$ cat src/rtl/alu_pkg.sv
// Shared definitions for the ALU datapath and the sequencer that drives it:
// op encoding, sequencer states and {Z,N,V,C} flag bit positions.
package alu_pkg;

    typedef logic [3:0] op_t;

    localparam op_t OP_ADD = 4'h0;
    localparam op_t OP_SUB = 4'h1;
    localparam op_t OP_AND = 4'h2;
    localparam op_t OP_OR  = 4'h3;
    localparam op_t OP_XOR = 4'h4;
    localparam op_t OP_SLL = 4'h5;
    localparam op_t OP_SLR = 4'h6;
    localparam op_t OP_SAR = 4'h7;
    localparam op_t OP_SC  = 4'h8;
    localparam op_t OP_MAX = OP_SC;

    typedef enum logic [1:0] {
        IDLE    = 2'd0,
        ISSUE   = 2'd1,
        CAPTURE = 2'd2,
        RESP    = 2'd3
    } seq_state_t;

    // Bit positions inside the 4-bit flag vector {Z,N,V,C}.
    localparam int FLAG_Z = 3;
    localparam int FLAG_N = 2;
    localparam int FLAG_V = 1;
    localparam int FLAG_C = 0;

    function automatic logic op_is_valid(input op_t op);
        return op <= OP_MAX;
    endfunction

endpackage

$ cat src/rtl/alu_sequencer.sv
// Command/response sequencer for an external combinational ALU: one request
// in flight, registered ALU operands, one settle cycle, then a held response.
module alu_sequencer
    import alu_pkg::*;
#(
    parameter int n = 3
) (
    input  logic         clk,
    input  logic         rst,
    input  logic         req_valid,
    output logic         req_ready,
    input  logic [n-1:0] req_a,
    input  logic [n-1:0] req_b,
    input  op_t          req_op,
    input  logic         req_chain,
    output logic [n-1:0] alu_a,
    output logic [n-1:0] alu_b,
    output op_t          alu_ctrl,
    input  logic [n-1:0] alu_result,
    input  logic         alu_z,
    input  logic         alu_n,
    input  logic         alu_v,
    input  logic         alu_c,
    output logic         rsp_valid,
    input  logic         rsp_ready,
    output logic [n-1:0] rsp_result,
    output logic [3:0]   rsp_flags,
    output logic         rsp_err,
    output logic [7:0]   op_count,
    output seq_state_t   o_dbg_state
);

    seq_state_t   r_state;
    logic         r_req_ready;
    logic [n-1:0] r_alu_a;
    logic [n-1:0] r_alu_b;
    op_t          r_alu_ctrl;
    logic         r_rsp_valid;
    logic [n-1:0] r_rsp_result;
    logic [3:0]   r_rsp_flags;
    logic         r_rsp_err;
    logic [7:0]   r_op_count;
    logic [n-1:0] r_chain_val;
    logic [3:0]   w_flags;
    logic         w_req_fire;

    always_comb begin
        w_flags         = '0;
        w_flags[FLAG_Z] = alu_z;
        w_flags[FLAG_N] = alu_n;
        w_flags[FLAG_V] = alu_v;
        w_flags[FLAG_C] = alu_c;
    end

    // Both channels are valid/ready: a transfer happens on a rising edge where
    // valid && ready; the sender holds its payload stable while valid is
    // high and ready is low. req_ready is only high in IDLE, rsp_valid only in RESP.
    assign w_req_fire = req_valid && r_req_ready;

    always_ff @(posedge clk) begin
        if (rst) begin
            r_state      <= IDLE;
            r_req_ready  <= 1'b1;
            r_alu_a      <= '0;
            r_alu_b      <= '0;
            r_alu_ctrl   <= OP_ADD;
            r_rsp_valid  <= 1'b0;
            r_rsp_result <= '0;
            r_rsp_flags  <= '0;
            r_rsp_err    <= 1'b0;
            r_op_count   <= '0;
            r_chain_val  <= '0;
        end else begin
            case (r_state)
                IDLE: begin
                    if (w_req_fire) begin
                        r_req_ready <= 1'b0;
                        if (op_is_valid(req_op)) begin
                            r_alu_a    <= req_chain ? r_chain_val : req_a;
                            r_alu_b    <= req_b;
                            r_alu_ctrl <= req_op;
                            r_state    <= ISSUE;
                        end else begin
                            // Undefined op: answer immediately, ALU never driven.
                            r_rsp_valid  <= 1'b1;
                            r_rsp_err    <= 1'b1;
                            r_rsp_result <= '0;
                            r_rsp_flags  <= '0;
                            r_state      <= RESP;
                        end
                    end
                end
                ISSUE: begin
                    r_state <= CAPTURE;
                end
                CAPTURE: begin
                    r_rsp_valid  <= 1'b1;
                    r_rsp_err    <= 1'b0;
                    r_rsp_result <= alu_result;
                    r_rsp_flags  <= w_flags;
                    r_chain_val  <= alu_result;
                    r_op_count   <= r_op_count + 8'd1;
                    r_alu_a      <= '0;
                    r_alu_b      <= '0;
                    r_alu_ctrl   <= OP_ADD;
                    r_state      <= RESP;
                end
                RESP: begin
                    if (rsp_ready) begin
                        r_rsp_valid <= 1'b0;
                        r_req_ready <= 1'b1;
                        r_state     <= IDLE;
                    end
                end
                default: begin
                    r_state <= IDLE;
                end
            endcase
        end
    end

    assign req_ready   = r_req_ready;
    assign alu_a       = r_alu_a;
    assign alu_b       = r_alu_b;
    assign alu_ctrl    = r_alu_ctrl;
    assign rsp_valid   = r_rsp_valid;
    assign rsp_result  = r_rsp_result;
    assign rsp_flags   = r_rsp_flags;
    assign rsp_err     = r_rsp_err;
    assign op_count    = r_op_count;
    assign o_dbg_state = r_state;

endmodule

$ cat config.mk
export PLATFORM = sky130hd
export DESIGN_NAME = alu_sequencer
export DESIGN_NICKNAME = d
export VERILOG_FILES = /design/src/rtl/alu_pkg.sv /design/src/rtl/alu_sequencer.sv
export SDC_FILE = /design/constraint.sdc
export NUM_CORES = 1
export LEC_CHECK = 0
export BUFFER_PORTS_ARGS = -buffer_cell sky130_fd_sc_hd__buf_4
export CAP_MARGIN = 20
export CELL_PAD_IN_SITES_DETAIL_PLACEMENT = 1
export CELL_PAD_IN_SITES_GLOBAL_PLACEMENT = 2
export CORE_AREA = 3 3 91 76
export DETAILED_ROUTE_END_ITERATION = 10
export DIE_AREA = 0 0 94 79
export GPL_TIMING_DRIVEN = 0
export PLACE_DENSITY_LB_ADDON = 0.1
export SLEW_MARGIN = 20
export SYNTH_ARGS = -nofsm -noshare
export SYNTH_HDL_FRONTEND = slang
export SYNTH_SLANG_ARGS = --single-unit
$ cat constraint.sdc
create_clock -name clk -period 1.6 [get_ports clk]
set_clock_uncertainty 0.15 [all_clocks]
set_input_delay 0.08 -clock clk [delete_from_list [all_inputs] [get_ports clk]]
set_output_delay 0.08 -clock clk [all_outputs]
set_load 0.005 [all_outputs]
==> metrics.csv <==
stage,metric,value,unit
final_layout,fin_nets,265,
worst_setup_path,r2r_end,rsp_err$_SDFFE_PP0P_,
die,core,5943,µm²
die,die_y,79,µm
worst_setup_path,ff2ff_setup_slack,-0.02,ns
placed_design,gp_congestion,0.7346,
power,switching_share,33.21,%
placed_design,pre_cts_ws,-0.1417,ns
sta,fin_ws,-0.01680,ns
sta,min_period,1.617,ns
power,power_frac_comb,50.1,%
yosys,netlist_instances,163,
global_routing,grt_overflow,0,
power,seqPwrFrac,31.9,%
worst_setup_path,endpoint,rsp_err$_SDFFE_PP0P_,
power,p_switching,1182,µW
flow_run,max_cap_violations,0,
placed_design,dp_hpwl,3556,µm
cts,cts_buffer_depth,2,
routing,vias,1464,
yosys,syn_area_per_cell,10.29,µm²
power,p_int,2377,µW
worst_setup_path,crit_fanout,5,
sta,worst-slew-pin-transition,0.6512,ns
final_layout,synthToLayoutAreaGrowth,50.41,%
cts,path_clk_slew,0.07,ns
yosys,synth_area_leaders,"dfxtp_1 39%, mux2i_1 13%, nand2b_1 7.1%",
routing,viasPerCell,4.589,
sta,slew_violations,0,
die,dieWidth,94,µm
sta,fin_setup_tns,-0.01680,ns
cts,clock-root-buffer,clkbuf_8,
yosys,synthFlopType,dfxtp_1,
cts,tritoncts,done,
global_routing,antenna_found_initial,0,
yosys,async_reset_ff_share,0,%
global_routing,grt_pass1_vias,1554,
yosys,post-synth-top-count-cell,dfxtp_1,
yosys,yosysSeqAreaShare,39.37,%
yosys,ys_warn_count,0,
final_layout,stdcell_area,2524,µm²
routing,routedWlPerCell,14.98,µm
die,pin_count,52,
cts,cts_max_level,2,
sta,holdWs,0.01599,ns
power,p_leak,0.001055,µW
cts,clkSinkCount,33,
worst_setup_path,required,1.62,ns
global_routing,grt_pass1_wl,7817,µm
worst_setup_path,cp-startpoint,o_dbg_state[1]$_SDFFE_PP0P_,
routing,drc_errors,0,
yosys,ys_types,39,
sta,maxSlewHeadroom,56.22,%
yosys,synth-seq-cells,33,
routing,dr.pass1.iters,4,
run_status,outcome,"complete, but fails checks",
yosys,yosys-top-cells-count,"33 x dfxtp_1, 22 x mux2i_1, 19 x nand2b_1, 10 x nor2_1",
power,irDropWorstVdd,0.4234,mV
worst_setup_path,crit_path_start_kind,flop,
sta,post-route-period-util,101.0,%
yosys,yosysTopAreaCellShare,39.37,%
final_layout,drive_above_1_share,44.12,%
worst_setup_path,r2r_start,o_dbg_state[1]$_SDFFE_PP0P_,
worst_setup_path,crit_type,flop to flop,
final_layout,nFillCells,680,
worst_setup_path,arrival,1.64,ns
power,p_clk_share,17.9,%
cts,clk_latency,0.28,ns
power,p_per_area,1410,nW/µm²
routing,drt.antenna.violating_nets,0,
sta,fmax,618.5,MHz
worst_setup_path,end_kind,flop,
sta,timing.final.hold_violations,0,
run_status,violations,negative setup slack,
yosys,synth_edf_count,0,
global_routing,grt_use_total,13.53,%
die,start_util,28.23,%
die,num_rows,25,
final_layout,antenna_cells,0,
sta,setup_viol,1,
placed_design,portBuffers,50,
yosys,yosysTopAreaCell,dfxtp_1,
sta,rsz0062_at_grt,true,
worst_setup_path,reg2reg_depth,6,
die,dieArea,7426,µm²
yosys,synth_area,1678,µm²
global_routing,grt_max_degree,11,
routing,drt_iter0_drc,38,
hold_path,holdCritPathClass,input port to flop,
cts,numCtsBuffers,5,
placed_design,place_area,2211,µm²
routing,drt-total-wl,4780,µm
yosys,synth_nets,190,
[registers in the layout, summed over array words and instances, names as in the netlist]
name and cells:
alu_a 3, alu_b 3, alu_ctrl 4, o_dbg_state 2, op_count 8, r_chain_val 3, req_ready 1, rsp_err 1
rsp_flags 4, rsp_result 3, rsp_valid 1
[how the worst min path moves through the flow]
| stage | startpoint | endpoint | depth (start not counted) |
|---|---|---|---|
| 3_5_place_dp | alu_result[1] | r_chain_val[1]$_SDFFE_PP0P_ | 3 |
| 5_1_grt | rsp_ready | rsp_valid$_SDFFE_PP0P_ | 3 |
| 4_1_cts | rsp_ready | rsp_valid$_SDFFE_PP0P_ | 3 |
| 6_report | rsp_ready | rsp_valid$_SDFFE_PP0P_ | 3 |
| 2_1_floorplan | alu_result[0] | r_chain_val[0]$_SDFFE_PP0P_ | 2 |
| 3_3_place_gp | alu_result[2] | r_chain_val[2]$_SDFFE_PP0P_ | 3 |
[final cells by class]
type | count | area (µm²) | share of cell area (%)
buffer | 8 | 63.81 | 2.529
clock buffer | 7 | 86.33 | 3.421
inverter | 4 | 22.52 | 0.8924
multi-input combinational | 117 | 1016 | 40.26
sequential | 33 | 669.4 | 26.52
tap | 81 | 101.3 | 4.016
timing repair buffer | 69 | 564.3 | 22.36
[routing by layer]
metal  global-route usage, %  wire [µm]
met4                   4.329         80
met3                   4.167        289
met2                   23.03       2285
met5                       0          0
met1                   16.21       2125
[power by group through the flow]
| stage | registers (µW) | clock network [µW] | logic [µW] |
|---|---|---|---|
| after floorplan | 1150 | 0 | 956 |
| after global placement | 1150 | 0 | 1380 |
| after detailed placement | 1160 | 0 | 1440 |
| after CTS | 1130 | 668 | 1700 |
| after global routing | 1170 | 704 | 1950 |
| final | 1140 | 638 | 1780 |
[worst max-delay path: stages (launching register included)]
cell and delay [ns]:
dfxtp_4 0.36, inv_4 0.07, ha_4 0.14, buf_8 0.12, nand3_4 0.10, a22o_4 0.28
mux2_4 0.29
[cells in the final DEF (no fill, tap or decap), types with 2 or more instances in the layout]
| master | Yosys | routed |
|---|---|---|
| clkbuf_8 | 1 | 6 |
| nand2_1 | 7 | 7 |
| a311oi_2 | 0 | 2 |
| ha_1 | 5 | 3 |
| o21ai_0 | 2 | 2 |
| xor2_1 | 3 | 3 |
| or3b_4 | 0 | 3 |
| or3b_2 | 7 | 4 |
| a21oi_2 | 0 | 2 |
| mux2_2 | 3 | 3 |
| buf_8 | 0 | 3 |
| clkbuf_1 | 5 | 6 |
| nand3_4 | 1 | 2 |
| dlygate4sd3_1 | 0 | 7 |
| nand3b_1 | 7 | 7 |
| ha_4 | 0 | 2 |
| inv_1 | 4 | 2 |
| nand2b_1 | 19 | 17 |
| mux2i_1 | 22 | 22 |
| dfxtp_1 | 33 | 30 |
| a21oi_1 | 5 | 3 |
| buf_12 | 0 | 2 |
| buf_4 | 0 | 59 |
| or3_1 | 2 | 2 |
| nor2_1 | 10 | 10 |
| o31ai_1 | 2 | 2 |
| nand3_1 | 2 | 2 |
| dfxtp_4 | 0 | 2 |
| nand4_1 | 2 | 2 |
[cell families after synthesis]
kind of cell,count (synthesis),synth area share (%)
AO/OA/AOI/OAI,20,11.04
XOR/XNOR,4,2.088
adder cells (fa/ha/maj),5,3.729
buffers and inverters,13,4.474
flip-flops,33,39.37
multiplexers,26,16.03
AND/OR/NAND/NOR,62,23.27
[repair_timing]
action | in CTS | in global routing
hold endpoints to repair | 10 | 0
endpoints found under the setup margin | 24 | 23
gates resized for setup | 3 | 11
hold buffers | 7 | 0
pin swaps | 4 | 9
setup buffers | 8 | 4
[per-stage QoR]
step                power (µW)  instances  util, %
detailed placement        2609        294    37.20
global route              3821        319    42.46
global placement          2529        294    37.20
floorplan                 2105        163        -
finish                    3558        319    42.46
CTS                       3497        315    41.31
Note: power is estimated with default switching activity, not from simulation.
